==> src/rtl/spi_slave_sync.sv <==
// spi_slave_sync: oversampling SPI slave; the pins are synchronised into clk and every CPOL/CPHA mode is supported.
// Latency: a pin edge acts SYNC_STAGES+1 clk after it; miso and rx_valid follow one cycle later.
// Backpressure: tx uses a 1-deep holding register (tx_ready = empty); an unaccepted rx word causes new words to drop (rx_overrun).
//
// Ports: clk, rst (async, active-high); sclk/ss_n/mosi async pins; miso/miso_oe pad drive;
//        cpol/cpha mode (captured at frame start); tx_data/tx_valid/tx_ready; rx_data/rx_valid/rx_ready;
//        busy; tx_underrun/rx_overrun/frame_err single-cycle pulses.
// Option: define SPI_SLV_LSB_FIRST_EN to add input lsb_first (captured at frame start). Without it the block is MSB first only.
module spi_slave_sync #(
   parameter int DATA_WIDTH  = 8,
   parameter int SYNC_STAGES = 2
) (
   input  logic                  clk,
   input  logic                  rst,
   input  logic                  sclk,
   input  logic                  ss_n,
   input  logic                  mosi,
   output logic                  miso,
   output logic                  miso_oe,
   input  logic                  cpol,
   input  logic                  cpha,
`ifdef SPI_SLV_LSB_FIRST_EN
   input  logic                  lsb_first,
`endif
   input  logic [DATA_WIDTH-1:0] tx_data,
   input  logic                  tx_valid,
   output logic                  tx_ready,
   output logic [DATA_WIDTH-1:0] rx_data,
   output logic                  rx_valid,
   input  logic                  rx_ready,
   output logic                  busy,
   output logic                  tx_underrun,
   output logic                  rx_overrun,
   output logic                  frame_err
);
   localparam int CNT_W = $clog2(DATA_WIDTH);
   localparam logic [CNT_W-1:0] LAST_BIT = CNT_W'(DATA_WIDTH - 1);

   typedef enum logic [1:0] {ST_IDLE, ST_SHIFT, ST_WAIT_HIGH} state_t;

   state_t                  state_q, state_d;
   logic [SYNC_STAGES-1:0]  sclk_sync_q, sclk_sync_d;
   logic [SYNC_STAGES-1:0]  ss_sync_q, ss_sync_d;
   logic [SYNC_STAGES-1:0]  mosi_sync_q, mosi_sync_d;
   logic                    sclk_prev_q, sclk_prev_d;
   logic                    ss_prev_q, ss_prev_d;
   logic                    cpol_q, cpol_d, cpha_q, cpha_d, lsb_q, lsb_d;
   logic [DATA_WIDTH-1:0]   sr_q, sr_d;
   logic [CNT_W-1:0]        cnt_q, cnt_d;
   logic                    miso_q, miso_d;
   logic [DATA_WIDTH-1:0]   hold_q, hold_d;
   logic                    hold_full_q, hold_full_d;
   logic [DATA_WIDTH-1:0]   rx_data_q, rx_data_d;
   logic                    rx_valid_q, rx_valid_d;
   logic                    underrun_q, underrun_d;
   logic                    overrun_q, overrun_d;
   logic                    frame_err_q, frame_err_d;

   logic                    sclk_s, ss_s, mosi_s, lsb_in;
   logic                    sclk_rise, sclk_fall, ss_fall, ss_rise;
   logic                    lead_e, trail_e, sample_e, drive_e;
   logic                    reload, word_done;
   logic [DATA_WIDTH-1:0]   reload_word, shift_in;

`ifdef SPI_SLV_LSB_FIRST_EN
   assign lsb_in = lsb_first;
`else
   assign lsb_in = 1'b0;
`endif

   function automatic logic first_bit(input logic [DATA_WIDTH-1:0] w, input logic lsb);
      return lsb ? w[0] : w[DATA_WIDTH-1];
   endfunction

   assign sclk_s    = sclk_sync_q[SYNC_STAGES-1];
   assign ss_s      = ss_sync_q[SYNC_STAGES-1];
   assign mosi_s    = mosi_sync_q[SYNC_STAGES-1];
   assign sclk_rise = sclk_s & ~sclk_prev_q;
   assign sclk_fall = ~sclk_s & sclk_prev_q;
   assign ss_fall   = ~ss_s & ss_prev_q;
   assign ss_rise   = ss_s & ~ss_prev_q;
   // Leading edge leaves the idle level given by cpol; CPHA picks which edge samples.
   assign lead_e    = cpol_q ? sclk_fall : sclk_rise;
   assign trail_e   = cpol_q ? sclk_rise : sclk_fall;
   assign sample_e  = cpha_q ? trail_e : lead_e;
   assign drive_e   = cpha_q ? lead_e : trail_e;
   // An empty holding register reloads zeros; a same-cycle tx_valid is not bypassed.
   assign reload_word = hold_full_q ? hold_q : '0;
   // Received bits enter at the end opposite to the one being transmitted.
   assign shift_in  = lsb_q ? {mosi_s, sr_q[DATA_WIDTH-1:1]} : {sr_q[DATA_WIDTH-2:0], mosi_s};

   always_comb begin
      state_d     = state_q;
      sclk_sync_d = {sclk_sync_q[SYNC_STAGES-2:0], sclk};
      ss_sync_d   = {ss_sync_q[SYNC_STAGES-2:0], ss_n};
      mosi_sync_d = {mosi_sync_q[SYNC_STAGES-2:0], mosi};
      sclk_prev_d = sclk_s;
      ss_prev_d   = ss_s;
      cpol_d      = cpol_q;
      cpha_d      = cpha_q;
      lsb_d       = lsb_q;
      sr_d        = sr_q;
      cnt_d       = cnt_q;
      miso_d      = miso_q;
      hold_d      = hold_q;
      hold_full_d = hold_full_q;
      rx_data_d   = rx_data_q;
      rx_valid_d  = rx_valid_q;
      underrun_d  = 1'b0;
      overrun_d   = 1'b0;
      frame_err_d = 1'b0;
      reload      = 1'b0;
      word_done   = 1'b0;

      case (state_q)
         ST_IDLE: begin
            miso_d = 1'b0;
            if (ss_fall) begin
               state_d = ST_SHIFT;
               cpol_d  = cpol;
               cpha_d  = cpha;
               lsb_d   = lsb_in;
               cnt_d   = '0;
               // CPHA=0 needs the first bit on the wire before the first sclk edge.
               if (!cpha) begin
                  reload = 1'b1;
                  sr_d   = reload_word;
                  miso_d = first_bit(reload_word, lsb_in);
               end
            end else if (!ss_s) begin
               // ss_n low without a fall seen: never join a frame in progress.
               state_d = ST_WAIT_HIGH;
            end
         end
         ST_SHIFT: begin
            if (ss_rise) begin
               state_d     = ST_IDLE;
               miso_d      = 1'b0;
               frame_err_d = (cnt_q != '0);
            end else if (sample_e) begin
               sr_d = shift_in;
               if (cnt_q == LAST_BIT) begin
                  cnt_d     = '0;
                  word_done = 1'b1;
               end else begin
                  cnt_d = cnt_q + CNT_W'(1);
               end
            end else if (drive_e) begin
               // With a zero count this drive edge opens a new word in both phases.
               if (cnt_q == '0) begin
                  reload = 1'b1;
                  sr_d   = reload_word;
                  miso_d = first_bit(reload_word, lsb_q);
               end else begin
                  miso_d = first_bit(sr_q, lsb_q);
               end
            end
         end
         ST_WAIT_HIGH: begin
            if (ss_s) state_d = ST_IDLE;
         end
         default: state_d = ST_IDLE;
      endcase

      if (reload) begin
         if (hold_full_q) hold_full_d = 1'b0;
         else             underrun_d  = 1'b1;
      end
      if (tx_valid && !hold_full_q) begin
         hold_d      = tx_data;
         hold_full_d = 1'b1;
      end

      // Accept first, so a word completing in an accept cycle loads cleanly.
      if (rx_valid_q && rx_ready) rx_valid_d = 1'b0;
      if (word_done) begin
         if (!rx_valid_q || rx_ready) begin
            rx_data_d  = shift_in;
            rx_valid_d = 1'b1;
         end else begin
            overrun_d = 1'b1;
         end
      end
   end

   always_ff @(posedge clk or posedge rst) begin
      if (rst) begin
         state_q     <= ST_IDLE;
         // ss_n chain starts low so a frame already in progress is never seen as a fall.
         sclk_sync_q <= '0;
         ss_sync_q   <= '0;
         mosi_sync_q <= '0;
         sclk_prev_q <= 1'b0;
         ss_prev_q   <= 1'b0;
         cpol_q      <= 1'b0;
         cpha_q      <= 1'b0;
         lsb_q       <= 1'b0;
         sr_q        <= '0;
         cnt_q       <= '0;
         miso_q      <= 1'b0;
         hold_q      <= '0;
         hold_full_q <= 1'b0;
         rx_data_q   <= '0;
         rx_valid_q  <= 1'b0;
         underrun_q  <= 1'b0;
         overrun_q   <= 1'b0;
         frame_err_q <= 1'b0;
      end else begin
         state_q     <= state_d;
         sclk_sync_q <= sclk_sync_d;
         ss_sync_q   <= ss_sync_d;
         mosi_sync_q <= mosi_sync_d;
         sclk_prev_q <= sclk_prev_d;
         ss_prev_q   <= ss_prev_d;
         cpol_q      <= cpol_d;
         cpha_q      <= cpha_d;
         lsb_q       <= lsb_d;
         sr_q        <= sr_d;
         cnt_q       <= cnt_d;
         miso_q      <= miso_d;
         hold_q      <= hold_d;
         hold_full_q <= hold_full_d;
         rx_data_q   <= rx_data_d;
         rx_valid_q  <= rx_valid_d;
         underrun_q  <= underrun_d;
         overrun_q   <= overrun_d;
         frame_err_q <= frame_err_d;
      end
   end

   assign miso        = miso_q;
   assign miso_oe     = (state_q == ST_SHIFT);
   assign busy        = (state_q == ST_SHIFT);
   assign tx_ready    = ~hold_full_q;
   assign rx_data     = rx_data_q;
   assign rx_valid    = rx_valid_q;
   assign tx_underrun = underrun_q;
   assign rx_overrun  = overrun_q;
   assign frame_err   = frame_err_q;
endmodule

==> config.mk <==
export PLATFORM = sky130hd
export DESIGN_NAME = spi_slave_sync
export DESIGN_NICKNAME = d
export VERILOG_FILES = /design/src/rtl/spi_slave_sync.sv
export SDC_FILE = /design/constraint.sdc
export NUM_CORES = 1
export LEC_CHECK = 0
export ABC_AREA = 1
export CORE_MARGIN = 2
export CORE_UTILIZATION = 50
export CTS_CLUSTER_SIZE = 40
export DETAILED_ROUTE_END_ITERATION = 12
export PLACE_DENSITY = 0.83
export SLEW_MARGIN = 40
export SYNTH_ARGS = -nofsm -noshare
export SYNTH_HDL_FRONTEND = slang
export SYNTH_SLANG_ARGS = --single-unit
==> constraint.sdc <==
create_clock -name clk -period 2.6 [get_ports clk]
set_input_delay 0.52 -clock clk [delete_from_list [all_inputs] [get_ports clk]]
set_output_delay 0.52 -clock clk [all_outputs]
set_load 0.005 [all_outputs]
; ---- Word level (Yosys, flattened, before mapping)
; Index checks and enable logic that the tools add are counted.
[word_totals]
reg_bits = 45
latch_bits = 0
mem_bits_rw = 0
rom_bits = 0
in_bits = 17
out_inout_bits = 16
word_cells = 109
memories = 0
[classes]
n_addsub = 1
mul = 0
div_mod_pow = 0
order_cmp = 0
n_eq_ne = 14
n_shift = 0
n_mux = 51
bitwise = 9
n_reduce_logical = 16
[ops]
columns = operator, count
row1 = $mux W8, 7
row2 = $mux W1, 31
row3 = $pmux W8 S2, 1
row4 = $mux W3, 4
row5 = $ne A3 B1 Y1 const B, 3
row6 = $mux W2, 4
row7 = $ne A2 B2 Y1 const B, 4
row8 = $ne A3 B3 Y1 const B, 2
row9 = $pmux W2 S3, 1
row10 = $pmux W3 S2, 1
row11 = $reduce_and A3 Y1, 2
row12 = $reduce_and A6 Y1, 1
row13 = $not A1 Y1, 5
row14 = $and A1 B1 Y1, 4
row15 = $ne A2 B1 Y1 const B, 2
row16 = $pmux W1 S2, 2
row17 = $reduce_and A2 Y1, 2
row18 = $reduce_and A4 Y1, 1
row19 = $reduce_bool A2 Y1, 2
row20 = $add A3 B1 Y3 const B, 1
row21 = $eq A3 B3 Y1 const B, 1
row22 = $logic_not A3 Y1, 1
row23 = $reduce_bool A3 Y1, 1
row24 = $eq A2 B1 Y1 const B, 1
row25 = 5 further kinds, 7

; ---- Longest topological paths before layout
[logic_depth]
word_depth = 10
depth_mapped = 10
mapped_depth_nobuf = 10

; ---- Least setup slack after synthesis
; OpenSTA, ideal clock, no wires.
[synth_timing]
path_type = reg-to-output
startpoint = register state_q[1]
endpoint = output miso_oe
arrival_time_ps = 905
required_ps = 2080
setup_slack_ps = 1175
stages_incl_launch_ff = 6
n_path_buf = 2
cell_sequence = dfrtp_1 -> inv_2 -> nand2_2 -> inv_1 -> buf_4 -> buf_4
[synth_via]
elab_chain_len = 1
[synth_rtl]
columns = item, line_no
row1 = start: declaration, 41  ; state_t state_q, state_d;
row2 = start signal: assignment, 209  ; state_q <= state_d;
row3 = $eq A2 B1 Y1, -
row4 = end: declaration, 19  ; output logic miso_oe,
; Every way passes these cells.

; ---- Final worst setup path
[layout_timing]
startpoint = register state_q[1]
endpoint = output busy
[layout_via]
elab_chain_len = 1
[layout_rtl]
columns = item, line_no
row1 = $eq A2 B1 Y1, 233  ; assign busy = (state_q == ST_SHIFT);
row2 = end: declaration, 31  ; output logic busy,
; Every way passes these cells.

==> reports/summary.json <==
{
  "holdCritStartpoint": {"value": "sclk_sync_q[0]"},
  "post_synth_net_total": {"value": 257},
  "setup-violations-final": {"value": 0},
  "fp-row-count": {"value": 23},
  "design.portCount": {"value": 33},
  "syn-instance-count": {"value": 237},
  "synth.ff_latch_count": {"value": 45},
  "hold_class": {"value": "register to register"},
  "finalWeightedCongestion": {"value": 0.804},
  "post-cts-setup-buffers": {"value": 0},
  "final_layout_size_suffix_gt1_share": {"value": 12.5, "unit": "%"},
  "worst-endpoint-arrival": {"value": 1.54, "unit": "ns"},
  "cts_tree": {"value": "yes"},
  "fin_crit": {"value": 2.06, "unit": "ns"},
  "clk_path_buf_depth": {"value": 2},
  "timing.final.crit_share": {"value": 79.1, "unit": "%"},
  "rsz0062_at_grt": {"value": "false"},
  "sw_frac_of_total": {"value": 33.2, "unit": "%"},
  "cap_violations": {"value": 0},
  "comb_power_share": {"value": 30.4, "unit": "%"},
  "worst_ep_required_time": {"value": 2.08, "unit": "ns"},
  "fin_skew": {"value": 0.00857, "unit": "ns"},
  "grt_pass1_wl": {"value": 6940, "unit": "um"},
  "clock_sink_count": {"value": 45},
  "status": {"value": "finished clean"},
  "detail_route.first_pass.iterations": {"value": 4},
  "peakVddDrop": {"value": 459, "unit": "uV"},
  "die_h": {"value": 69.2, "unit": "um"},
  "detail_route.drc_violations": {"value": 0},
  "ff2ff_path_depth": {"value": 9},
  "clkLatencyLatePin": {"value": 0.30, "unit": "ns"},
  "sequentialPowerShare": {"value": 42.9, "unit": "%"},
  "antenna_left": {"value": 0},
  "max_slew_margin": {"value": 63.3, "unit": "%"},
  "crit_type": {"value": "register to output port"},
  "ys_seq_area_share": {"value": 53.0, "unit": "%"},
  "p_int": {"value": 0.00154, "unit": "W"},
  "fmax": {"value": 486, "unit": "MHz"},
  "cts_root_buffer": {"value": "sky130_fd_sc_hd__clkbuf_8"},
  "h-tree-depth": {"value": 2},
  "detailroute.via_count": {"value": 1594},
  "n_antenna_cell": {"value": 0},
  "core_area": {"value": 4060, "unit": "um2"},
  "vias_per_cell": {"value": 4.93},
  "critPathLaunchType": {"value": "register"},
  "drt-total-wl": {"value": 3990, "unit": "um"},
  "post_cts_sizing_count": {"value": 0},
  "critical_path.endpoint_type": {"value": "output port"},
  "path_max_fanout": {"value": 5},
  "n_fill_cell": {"value": 331},
  "finalNetCount": {"value": 292},
  "p_switching": {"value": 0.000767, "unit": "W"},
  "worst-r2r-setup-slack": {"value": 0.83, "unit": "ns"},
  "final-max-slew-violation-count": {"value": 0},
  "worst_hold_path.num_cells": {"value": 0},
  "syn_area_per_cell": {"value": 8.97, "unit": "um2"},
  "grt_usage": {"value": 17.8, "unit": "%"},
  "pin_count_of_the_biggest_net_entering_global_routing": {"value": 46},
  "yosys_warnings": {"value": 0},
  "synth_cell_type_count": {"value": 24},
  "wl_per_instance": {"value": 12.3, "unit": "um"},
  "initialDrtViolationCount": {"value": 89},
  "regToRegStartpoint": {"value": "state_q[1]"},
  "postCtsHoldBufs": {"value": 0},
  "mostFrequentLayoutCell": {"value": "sky130_fd_sc_hd__nand2_1"},
  "mostFrequentLayoutCells": {"value": "sky130_fd_sc_hd__nand2_1, sky130_fd_sc_hd__dfrtp_1, sky130_fd_sc_hd__clkdlybuf4s50_1, sky130_fd_sc_hd__inv_1, sky130_fd_sc_hd__nand4_1"},
  "timing_hold_violations_final": {"value": 0},
  "layout.core_utilization": {"value": 64.4, "unit": "%"},
  "power.density": {"value": 884, "unit": "nW/um2"},
  "first_global_vias": {"value": 1535},
  "die_area": {"value": 4790, "unit": "um2"},
  "port_buffers": {"value": 32},
  "cts.clk_slew.worst_paths": {"value": 0.09, "unit": "ns"},
  "area_delta_synth_final": {"value": 23.0, "unit": "%"},
  "cp-startpoint": {"value": "state_q[1]"},
  "initial_utilization": {"value": 52.4, "unit": "%"},
  "netlist_area_pre_place": {"value": 2130, "unit": "um2"},
  "endpoint_of_the_most_critical_register_to_register_path": {"value": "rx_data[6]"},
  "die_w": {"value": 69.2, "unit": "um"},
  "clockPowerShare": {"value": 26.8, "unit": "%"},
  "total_leakage_power": {"value": 1.35, "unit": "nW"},
  "totalNegativeSetupSlack": {"value": 0, "unit": "ns"},
  "number_of_buffers_inserted_during_clock_tree_synthesis": {"value": 5},
  "worst_hold_path.endpoint": {"value": "sclk_sync_q[1]"},
  "place.detailed.hpwl": {"value": 2890, "unit": "um"},
  "sum_of_overflow_across_all_layers_after_global_routing": {"value": 0},
  "antenna_found_initial": {"value": 0},
  "timing_worst_slew_pin_value": {"value": 0.550, "unit": "ns"},
  "timing.hold.ws": {"value": 0.351, "unit": "ns"}
}
worst max-delay path, stage by stage, from the launching register on:
cell	delay, ns
sky130_fd_sc_hd__dfrtp_1	0.40
sky130_fd_sc_hd__inv_2	0.09
sky130_fd_sc_hd__nand2_2	0.09
sky130_fd_sc_hd__inv_1	0.12
sky130_fd_sc_hd__clkdlybuf4s50_1	0.54
layout make-up:
type / count / area [um2] / share of cell area (%)
clock buffers: 5 / 68.8 / 2.63
clock inverters: 3 / 65.1 / 2.49
inverters: 34 / 128 / 4.88
multi-input cells: 152 / 828 / 31.7
flip-flops and latches: 45 / 1130 / 43.1
well taps: 50 / 62.6 / 2.39
repair buffers: 34 / 335 / 12.8
worst max path at each step:
stage / end / slack (ns) / cells past startpoint
floorplan: cnt_q[0] / 1.02 / 1
global placement: rx_data[2] / 0.88 / 6
detailed placement: rx_data[0] / 0.85 / 6
CTS: busy / 0.53 / 4
global route: busy / 0.46 / 4
finish: busy / 0.54 / 4
logic make-up (layout without fill, tap and decap cells):
family          Yosys count  count (layout)  synth area share [%]
compound gates           10              10                  3.30
simple gates            131             131                  29.7
flops                    45              45                  53.0
buf+inv                  40              76                  8.06
mux                       8               8                  4.24
fa+ha+maj                 3               3                  1.77
layer usage:
layer  up-vias  wire (um)  global-route usage (%)  part of all wire, %
li1        821          -                       -                    -
met1       730       1870                    23.1                   47
met2        37       1910                    30.0                   48
met3         6        155                    4.80                  3.9
met4         0         52                    3.92                  1.3
met5         -          0                       0                    0
stage by stage:
step | cell area [um2] | instances | worst slack (ns) | power [W]
global route | 2610 | 323 | 0.456 | 0.00247
global placement | 2480 | 315 | 0.878 | 0.00166
finish | 2610 | 323 | 0.543 | 0.00231
floorplan | 2130 | 237 | 1.02 | 0.00151
detailed placement | 2480 | 315 | 0.846 | 0.00170
CTS | 2610 | 323 | 0.531 | 0.00233
power groups by stage:
stage | clock network (W) | registers [W] | logic [W]
2_1_floorplan | 0 | 0.000951 | 0.000562
3_3_place_gp | 0 | 0.000993 | 0.000670
3_5_place_dp | 0 | 0.00100 | 0.000692
4_1_cts | 0.000631 | 0.000990 | 0.000705
5_1_grt | 0.000666 | 0.00101 | 0.000793
6_report | 0.000618 | 0.000991 | 0.000702
cell usage after synthesis (all sizes together):
cell     n  area (um2)
a211oi   1        7.51
a21oi    3        15.0
buf      5        36.3
clkbuf   1        7.51
dfrtp   45        1130
ha       3        37.5
inv     34         128
mux2     8        90.1
nand2   86         333
nand3   15         118
nand4   16         100
nor2    13        73.8
nor4     1        6.26
o21ai    5        28.8
o21bai   1        18.8
registers in the layout (all words and copies together), names as in the netlist:
register     cells
sclk_sync_q      2
frame_err        1
rx_overrun       1
cpha_q           1
ss_prev_q        1
hold_full_q      1
sr_q             8
sclk_prev_q      1
state_q          2
ss_sync_q        2
miso             1
hold_q           8
tx_underrun      1
cnt_q            3
mosi_sync_q      2
rx_valid         1
cpol_q           1
rx_data          8
Note: power is estimated with default switching activity, not from simulation.
